File: src/rtl/note_seq_pkg.sv
// Shared encodings for the note sequencer: sequencing modes and ping-pong direction.
package note_seq_pkg;

    typedef enum logic [1:0] {
        MODE_UP       = 2'b00,
        MODE_DOWN     = 2'b01,
        MODE_PINGPONG = 2'b10,
        MODE_HOLD     = 2'b11
    } mode_e;

    localparam logic DIR_UP   = 1'b0;
    localparam logic DIR_DOWN = 1'b1;

endpackage

File: src/rtl/tempo_prescaler.sv
// Tempo prescaler: emits a tick every tempo_div+1 enabled cycles.
// The >= compare means lowering tempo_div mid-count ticks on the next cycle.
module tempo_prescaler #(
    parameter int PRESCALE_W = 16
) (
    input  logic                  clk,
    input  logic                  rst_n,
    input  logic                  enable,
    input  logic                  clear,
    input  logic [PRESCALE_W-1:0] tempo_div,
    output logic                  tick
);

    logic [PRESCALE_W-1:0] count_q;
    logic [PRESCALE_W-1:0] count_d;

    // Tick at terminal count; count holds while disabled, clears on restart.
    always_comb begin
        tick    = enable && (count_q >= tempo_div);
        count_d = count_q;
        if (clear) begin
            count_d = '0;
        end else if (enable) begin
            count_d = tick ? '0 : count_q + PRESCALE_W'(1);
        end
    end

    // Prescaler count register.
    always_ff @(posedge clk or negedge rst_n) begin
        if (!rst_n) begin
            count_q <= '0;
        end else begin
            count_q <= count_d;
        end
    end

endmodule

File: src/rtl/note_sequencer.sv
// Note sequencer: steps a note index up/down/ping-pong/hold on each advance
// event and decodes it to a one-hot buzzer drive.
//
//   dir      | meaning
//   DIR_UP   | ping-pong currently climbing toward NOTE_COUNT-1
//   DIR_DOWN | ping-pong currently descending toward 0
module note_sequencer
    import note_seq_pkg::*;
#(
    parameter  int NOTE_COUNT = 8,
    parameter  int PRESCALE_W = 16,
    localparam int IDX_W      = $clog2(NOTE_COUNT)
) (
    input  logic                  clk,
    input  logic                  rst_n,
    input  logic                  enable,
    input  logic [1:0]            mode,
    input  logic [PRESCALE_W-1:0] tempo_div,
    input  logic                  step,
    input  logic                  restart,
    input  logic                  mute,
    output logic [IDX_W-1:0]      note_index,
    output logic [NOTE_COUNT-1:0] note_onehot,
    output logic                  beat,
    output logic                  wrap
);

    localparam logic [IDX_W-1:0] LAST_IDX = IDX_W'(NOTE_COUNT - 1);

    logic             tick;
    logic             advance;
    mode_e            mode_sel;
    logic [IDX_W-1:0] note_index_q, note_index_d;
    logic             dir_q, dir_d;
    logic             beat_q, beat_d;
    logic             wrap_q, wrap_d;

    tempo_prescaler #(
        .PRESCALE_W (PRESCALE_W)
    ) u_prescaler (
        .clk       (clk),
        .rst_n     (rst_n),
        .enable    (enable),
        .clear     (restart),
        .tempo_div (tempo_div),
        .tick      (tick)
    );

    assign mode_sel = mode_e'(mode);
    // step only counts as a manual advance while free-running is off.
    assign advance  = tick || (step && !enable);

    // Next index/direction/status; restart overrides any advance.
    always_comb begin
        note_index_d = note_index_q;
        dir_d        = dir_q;
        beat_d       = 1'b0;
        wrap_d       = 1'b0;
        if (restart) begin
            note_index_d = '0;
            dir_d        = DIR_UP;
        end else if (advance) begin
            beat_d = 1'b1;
            case (mode_sel)
                MODE_UP: begin
                    if (note_index_q == LAST_IDX) begin
                        note_index_d = '0;
                        wrap_d       = 1'b1;
                    end else begin
                        note_index_d = note_index_q + IDX_W'(1);
                    end
                end
                MODE_DOWN: begin
                    if (note_index_q == '0) begin
                        note_index_d = LAST_IDX;
                        wrap_d       = 1'b1;
                    end else begin
                        note_index_d = note_index_q - IDX_W'(1);
                    end
                end
                MODE_PINGPONG: begin
                    if (dir_q == DIR_UP) begin
                        if (note_index_q == LAST_IDX) begin
                            dir_d        = DIR_DOWN;
                            note_index_d = LAST_IDX - IDX_W'(1);
                        end else begin
                            note_index_d = note_index_q + IDX_W'(1);
                        end
                    end else begin
                        if (note_index_q == '0) begin
                            dir_d        = DIR_UP;
                            note_index_d = IDX_W'(1);
                            wrap_d       = 1'b1;
                        end else begin
                            note_index_d = note_index_q - IDX_W'(1);
                        end
                    end
                end
                default: begin
                    note_index_d = note_index_q;
                end
            endcase
        end
    end

    // Sequencer state registers.
    always_ff @(posedge clk or negedge rst_n) begin
        if (!rst_n) begin
            note_index_q <= '0;
            dir_q        <= DIR_UP;
            beat_q       <= 1'b0;
            wrap_q       <= 1'b0;
        end else begin
            note_index_q <= note_index_d;
            dir_q        <= dir_d;
            beat_q       <= beat_d;
            wrap_q       <= wrap_d;
        end
    end

    assign note_index  = note_index_q;
    assign beat        = beat_q;
    assign wrap        = wrap_q;
    assign note_onehot = mute ? '0 : (NOTE_COUNT'(1) << note_index_q);

endmodule

File: config.mk
export PLATFORM = sky130hd
export DESIGN_NAME = note_sequencer
export DESIGN_NICKNAME = d
export VERILOG_FILES = /design/src/rtl/note_seq_pkg.sv /design/src/rtl/tempo_prescaler.sv /design/src/rtl/note_sequencer.sv
export SDC_FILE = /design/constraint.sdc
export NUM_CORES = 1
export LEC_CHECK = 0
export CORE_MARGIN = 2
export CORE_UTILIZATION = 45
export CTS_CLUSTER_DIAMETER = 120
export DETAILED_ROUTE_END_ITERATION = 12
export GPL_TIMING_DRIVEN = 1
export PLACE_DENSITY = 0.75
export SYNTH_ARGS = -nofsm -noshare
export SYNTH_HDL_FRONTEND = slang
export SYNTH_SLANG_ARGS = --single-unit
File: constraint.sdc
create_clock -name clk -period 2.1 [get_ports clk]
set_clock_uncertainty 0.15 [all_clocks]
set_input_delay 0.42 -clock clk [delete_from_list [all_inputs] [get_ports clk]]
set_output_delay 0.42 -clock clk [all_outputs]
set_load 0.03 [all_outputs]
After elaboration in Yosys (flattened, before gate mapping)
Cells that the tools add are included.
{"block": "totals", "reg_bits": 22, "out_inout_bits": 13, "elab_cells": 50}
{"block": "classes", "add_sub_neg": 3, "n_lt_le_gt_ge": 1, "eq_ne": 3, "shift": 1, "n_mux": 25, "reduce_logical": 12}
{"op": "$mux W16", "n": 3}
{"op": "$mux W3", "n": 7}
{"op": "$add A16 B1 Y16 const B", "n": 1}
{"op": "$ge A16 B16 Y1", "n": 1}
{"op": "$mux W1", "n": 12}
{"op": "$pmux W3 S3", "n": 1}
{"op": "$mux W8", "n": 1}
{"op": "$shl A1 B3 Y8 const A", "n": 1}
{"op": "$reduce_bool A2 Y1", "n": 3}
{"op": "$reduce_and A2 Y1", "n": 2}
{"op": "$reduce_bool A4 Y1", "n": 1}
{"op": "$add A3 B1 Y3 const B", "n": 1}
{"op": "$eq A3 B3 Y1 const B", "n": 1}
{"op": "$logic_not A3 Y1", "n": 1}
{"op": "$pmux W1 S3", "n": 1}
{"op": "$sub A3 B1 Y3 const B", "n": 1}
{"op": "$eq A2 B1 Y1 const B", "n": 1}
{"op": "$eq A2 B2 Y1 const B", "n": 1}
{"op": "$logic_and A1 B1 Y1", "n": 2}
{"op": "$logic_not A2 Y1", "n": 1}
{"op": "$logic_not A1 Y1", "n": 1}
{"op": "$logic_or A1 B1 Y1", "n": 1}

Logic depth before layout (Yosys ltp)
{"block": "depth", "depth_word": 6, "mapped_depth": 10, "ltp_nobuf": 8}

Hierarchy
Synthesis repeated with hierarchy kept, for this count alone.
{"block": "unflattened", "cells_unflattened": 221, "hier_area_um2": 1926.8}
{"mod": "tempo_prescaler", "n_inst": 1, "cells_each": 150, "area_each_um2": 1290.0, "seq_area_each_um2": 400.4}
{"mod": "note_sequencer", "n_inst": 1, "cells_each": 71, "area_each_um2": 636.9, "seq_area_each_um2": 150.1}

Worst setup path after synthesis
No wires, ideal clock.
{"block": "synth_timing", "path_type": "input -> register", "from": "in tempo_div[1]", "to": "reg note_index_q[0] (netlist: note_index[0])", "setup_time_ns": 0.125, "arrival_ns": 2.055, "required_time_ns": 1.825, "setup_slack_ns": -0.230, "cell_stages": 9, "path_cell_list": "inv_1 > ha_1 > nor2b_1 > o211a_1 > o311ai_2 > nand4_1 > buf_2 > o211ai_2 > mux2_2"}
{"block": "synth_between", "elab_chain_cells": 5}
{"element": "from (decl)", "line": "note_sequencer.sv:18", "text": "input logic [PRESCALE_W-1:0] tempo_div,"}
{"element": "$ge A16 B16 Y1", "line": "tempo_prescaler.sv:19", "text": "tick = enable && (count_q >= tempo_div);"}
{"element": "$logic_and A1 B1 Y1", "line": "tempo_prescaler.sv:19"}
{"element": "$logic_or A1 B1 Y1", "line": "note_sequencer.sv:51", "text": "assign advance = tick || (step && !enable);"}
{"element": "$reduce_bool A2 Y1 (no source line)"}
{"element": "$reduce_and A2 Y1 (no source line)"}
{"element": "to (signal assigned)", "line": "note_sequencer.sv:114", "text": "note_index_q <= note_index_d;"}
{"element": "to (decl)", "line": "note_sequencer.sv:33", "text": "logic [IDX_W-1:0] note_index_q, note_index_d;"}
No other way between the ends.
A chain may end at the register's enable or synchronous reset.

Worst setup path in the final report
{"block": "layout_timing", "from": "reg u_prescaler.count_q[1]", "to": "reg note_index_q[0] (netlist: note_index[0])"}
{"block": "layout_between", "elab_chain_cells": 5}
{"element": "from (decl)", "line": "tempo_prescaler.sv:14", "text": "logic [PRESCALE_W-1:0] count_q;"}
{"element": "from (signal assigned)", "line": "tempo_prescaler.sv:33", "text": "count_q <= count_d;"}
{"element": "$ge A16 B16 Y1", "line": "tempo_prescaler.sv:19"}
{"element": "$logic_and A1 B1 Y1", "line": "tempo_prescaler.sv:19"}
{"element": "$logic_or A1 B1 Y1", "line": "note_sequencer.sv:51"}
{"element": "$reduce_bool A2 Y1 (no source line)"}
{"element": "$reduce_and A2 Y1 (no source line)"}
No other way between the ends.

==> impl_metrics.yaml <==
grt:
  grt_max_degree: 23
  grt.met1_usage_pct: 28.7
  grt_use_met2_pct: 37.2
  met3_usage_pct: 3.92
  track_usage_pct: 21.7
  grt_pass1_vias: 1913
  grt_pass1_wl_um: 8760
  antenna_found_initial: 0
  grt.busiest_layer: "met2"
  grt_overflow: 0
critical_path:
  crit_buf_inv: 1
  crit_chain: "ha_4 > nor2b_4 > o211a_4 > o311ai_4 > nand4_1 > buf_4 > o211ai_4 > mux2_4"
  worstReg2RegStart: "u_prescaler.count_q[1]"
  crit_family: "compound AO/OA/AOI/OAI gates"
  crit_fanout: 3
  critPathArrivalTime_ps: 2320
  crit_type: "flop to flop"
  rr_worst_depth: 8
  regToRegEndpoint: "note_index[0]"
  r2r_slack_ps: -200
  worstSetupEndpointType: "flop"
  crit_slowest_cell: "dfrtp_1"
  path_depth: 8
  required_ps: 2120
  crit_path_start_kind: "flop"
  max_stage_delay_ps: 420
logic_synthesis:
  synthArstFlopShare_pct: 100
  ys_seq_area_share_pct: 28.3
  avgSynthCellArea_um2: 8.65
  synth.top_cells.by_area: "dfrtp_1 (28%), ha_1 (19%), inv_1 (5.0%)"
  syn_area_um2: 1950
  synth_top_area_share_pct: 28.3
  ys_seq_elements: 22
  syn_nets: 278
  synth_edf_count: 0
  yosysWarnings: 0
  synth_cells: 225
  synth_top_flop_cell: "dfrtp_1"
  synth.largest_area_cell: "dfrtp_1"
  ys_types: 42
floorplanning:
  core_um2: 4090
  pin_count: 37
  start_util_pct: 47.6
  dieWidth_um: 69.8
  die_height_um: 69.8
  row_count: 23
  dieArea_um2: 4870
power:
  powerDensity_nw_per_um2: 488
  p_leak_uw: 0.00151
  peakVddDrop_mv: 0.553
sta:
  setup_ws_ps: -202
  setup_tns_ps: -2160
  rsz0062_at_grt: "yes"
  setup_viol: 21
  worstMarginPinSlew_ps: 331
  finalCritPeriodShare_pct: 110
  slew_viol_final: 0
  finalCriticalPeriod_ps: 2300
  fmax_ghz: 0.434
  hold_viol_final: 0
  max_slew_margin_pct: 77.9
cells_and_area:
  layout-drive-gt1-share_pct: 39.5
  area_delta_synth_final_pct: 58.5
  fin_cells: 354
  n_antenna_cell: 0
  nNetsFinal: 358
placed_design:
  placed_cells: 344
  gp_congestion: 0.836
  dp.final_hpwl_um: 3600
  io_buffer_count: 36
worst_hold_path:
  hold_path_class: "input pin to asynchronous set/reset pin"
run_status:
  status: "finished, violations left"
  failed_checks: "setup timing"
drt:
  dr.pass1.iters: 4
  routedWlPerCell_um: 14.9
  vias_per_cell: 5.53
  drtIter0Drc: 140
  drc: 0
  ant_nets: 0
  vias: 1958
  wirelength_um: 5280
clock_network:
  clockBufferDepth: 2
  clkTransAtPathRegs_ps: 90
  h-tree-depth: 1
  tritoncts: "done"
  cts-root-buf: "clkbuf_8"
  cts-buffers-inserted: 3
  insertion_delay_ps: 270
  cts_hold_buf: 0
  cts.sinks: 22
run:
  drv_cap: 0
## power breakdown
group / total (uW) / switching, uW / internal (uW) / leakage [uW]
Clock: 409 / 154 / 255 / 0.0000357
Sequential: 483 / 35.4 / 448 / 0.000302
Combinational: 611 / 311 / 301 / 0.00117
Total: 1500 / 500 / 1000 / 0.00151
## cell usage after synthesis, drive strengths merged, types with 4 or more instances
master,instances
ha,29
inv,26
dfrtp,22
nand2,17
nor2,14
o21ai,13
a21oi,12
nor2b,10
a21o,9
and3,9
nor3b,8
o211ai,7
nand3,6
nor3,5
o21a,4
## worst max path at each step
stage	start	end	slack, ps
after global placement	tempo_div[13]	dir_q	-630
after detailed placement	tempo_div[1]	u_prescaler.count_q[8]	-680
final	u_prescaler.count_q[1]	note_index[0]	-200
after floorplan	u_prescaler.count_q[1]	note_index[0]	-80
after CTS	u_prescaler.count_q[1]	note_index[0]	-180
after global routing	u_prescaler.count_q[12]	note_index[0]	-280
## logic make-up after synthesis
family          Yosys count  share of synthesized area (%)
fa+ha+maj                29                           18.6
simple gates             82                           23.2
compound gates           59                           22.4
buf+inv                  31                           6.43
flops                    22                           28.3
mux                       2                           1.09
## cell type report
type	instances	area, um2
sequential	22	551
fill	284	1000
tap	50	62.6
multi-input combinational	172	1630
timing repair buffer	80	676
clock buffer	3	41.3
inverter	26	97.6
clock inverter	1	30.0
## registers in the layout (all words and copies together), names as in the netlist
signal               flops
note_index               3
u_prescaler.count_q     16
wrap                     1
dir_q                    1
beat                     1
## routing by layer
metal	vias up	wire [um]
met5	-	0
met4	0	59
met3	10	255
met2	61	2610
met1	925	2350
li1	962	-
## cells in the final DEF, fill, tap and decap left out, types with 5 or more instances in the layout
cell,n
inv_2,12
a21o_1,9
o211ai_2,5
nor2_1,12
ha_4,15
and3_1,7
dfrtp_1,22
buf_4,49
nor2b_1,8
ha_1,12
inv_1,14
o21ai_0,6
clkdlybuf4s50_1,12
nand2_1,13
o21ai_1,7
dlygate4sd2_1,14
nand3_1,6
a21oi_1,10
## worst register-to-register path: stages, from the launching register on
cell and delay, ps:
dfrtp_1 420, ha_4 230, nor2b_4 120, o211a_4 240
o311ai_4 290, nand4_1 170, buf_4 200, o211ai_4 80
mux2_4 310
## metrics by stage
stage	worst slack (ps)	power (uW)	instance area (um2)	hold WS (ps)	util (%)
after CTS	-180	1480	3030	354	74.2
after floorplan	-77.8	763	2000	-25.6	-
after global placement	-635	970	2670	431	65.2
after global routing	-275	1590	3080	380	75.5
after detailed placement	-681	977	2670	441	65.2
final	-202	1500	3080	344	75.5
## what timing repair did
| action | CTS | global route |
|---|---|---|
| endpoints found under the setup margin | 27 | 29 |
| setup buffers | 5 | 1 |
| resized for setup | 72 | 8 |
| pin swaps | 31 | 4 |
No activity file was read; power rests on OpenSTA's default activity.
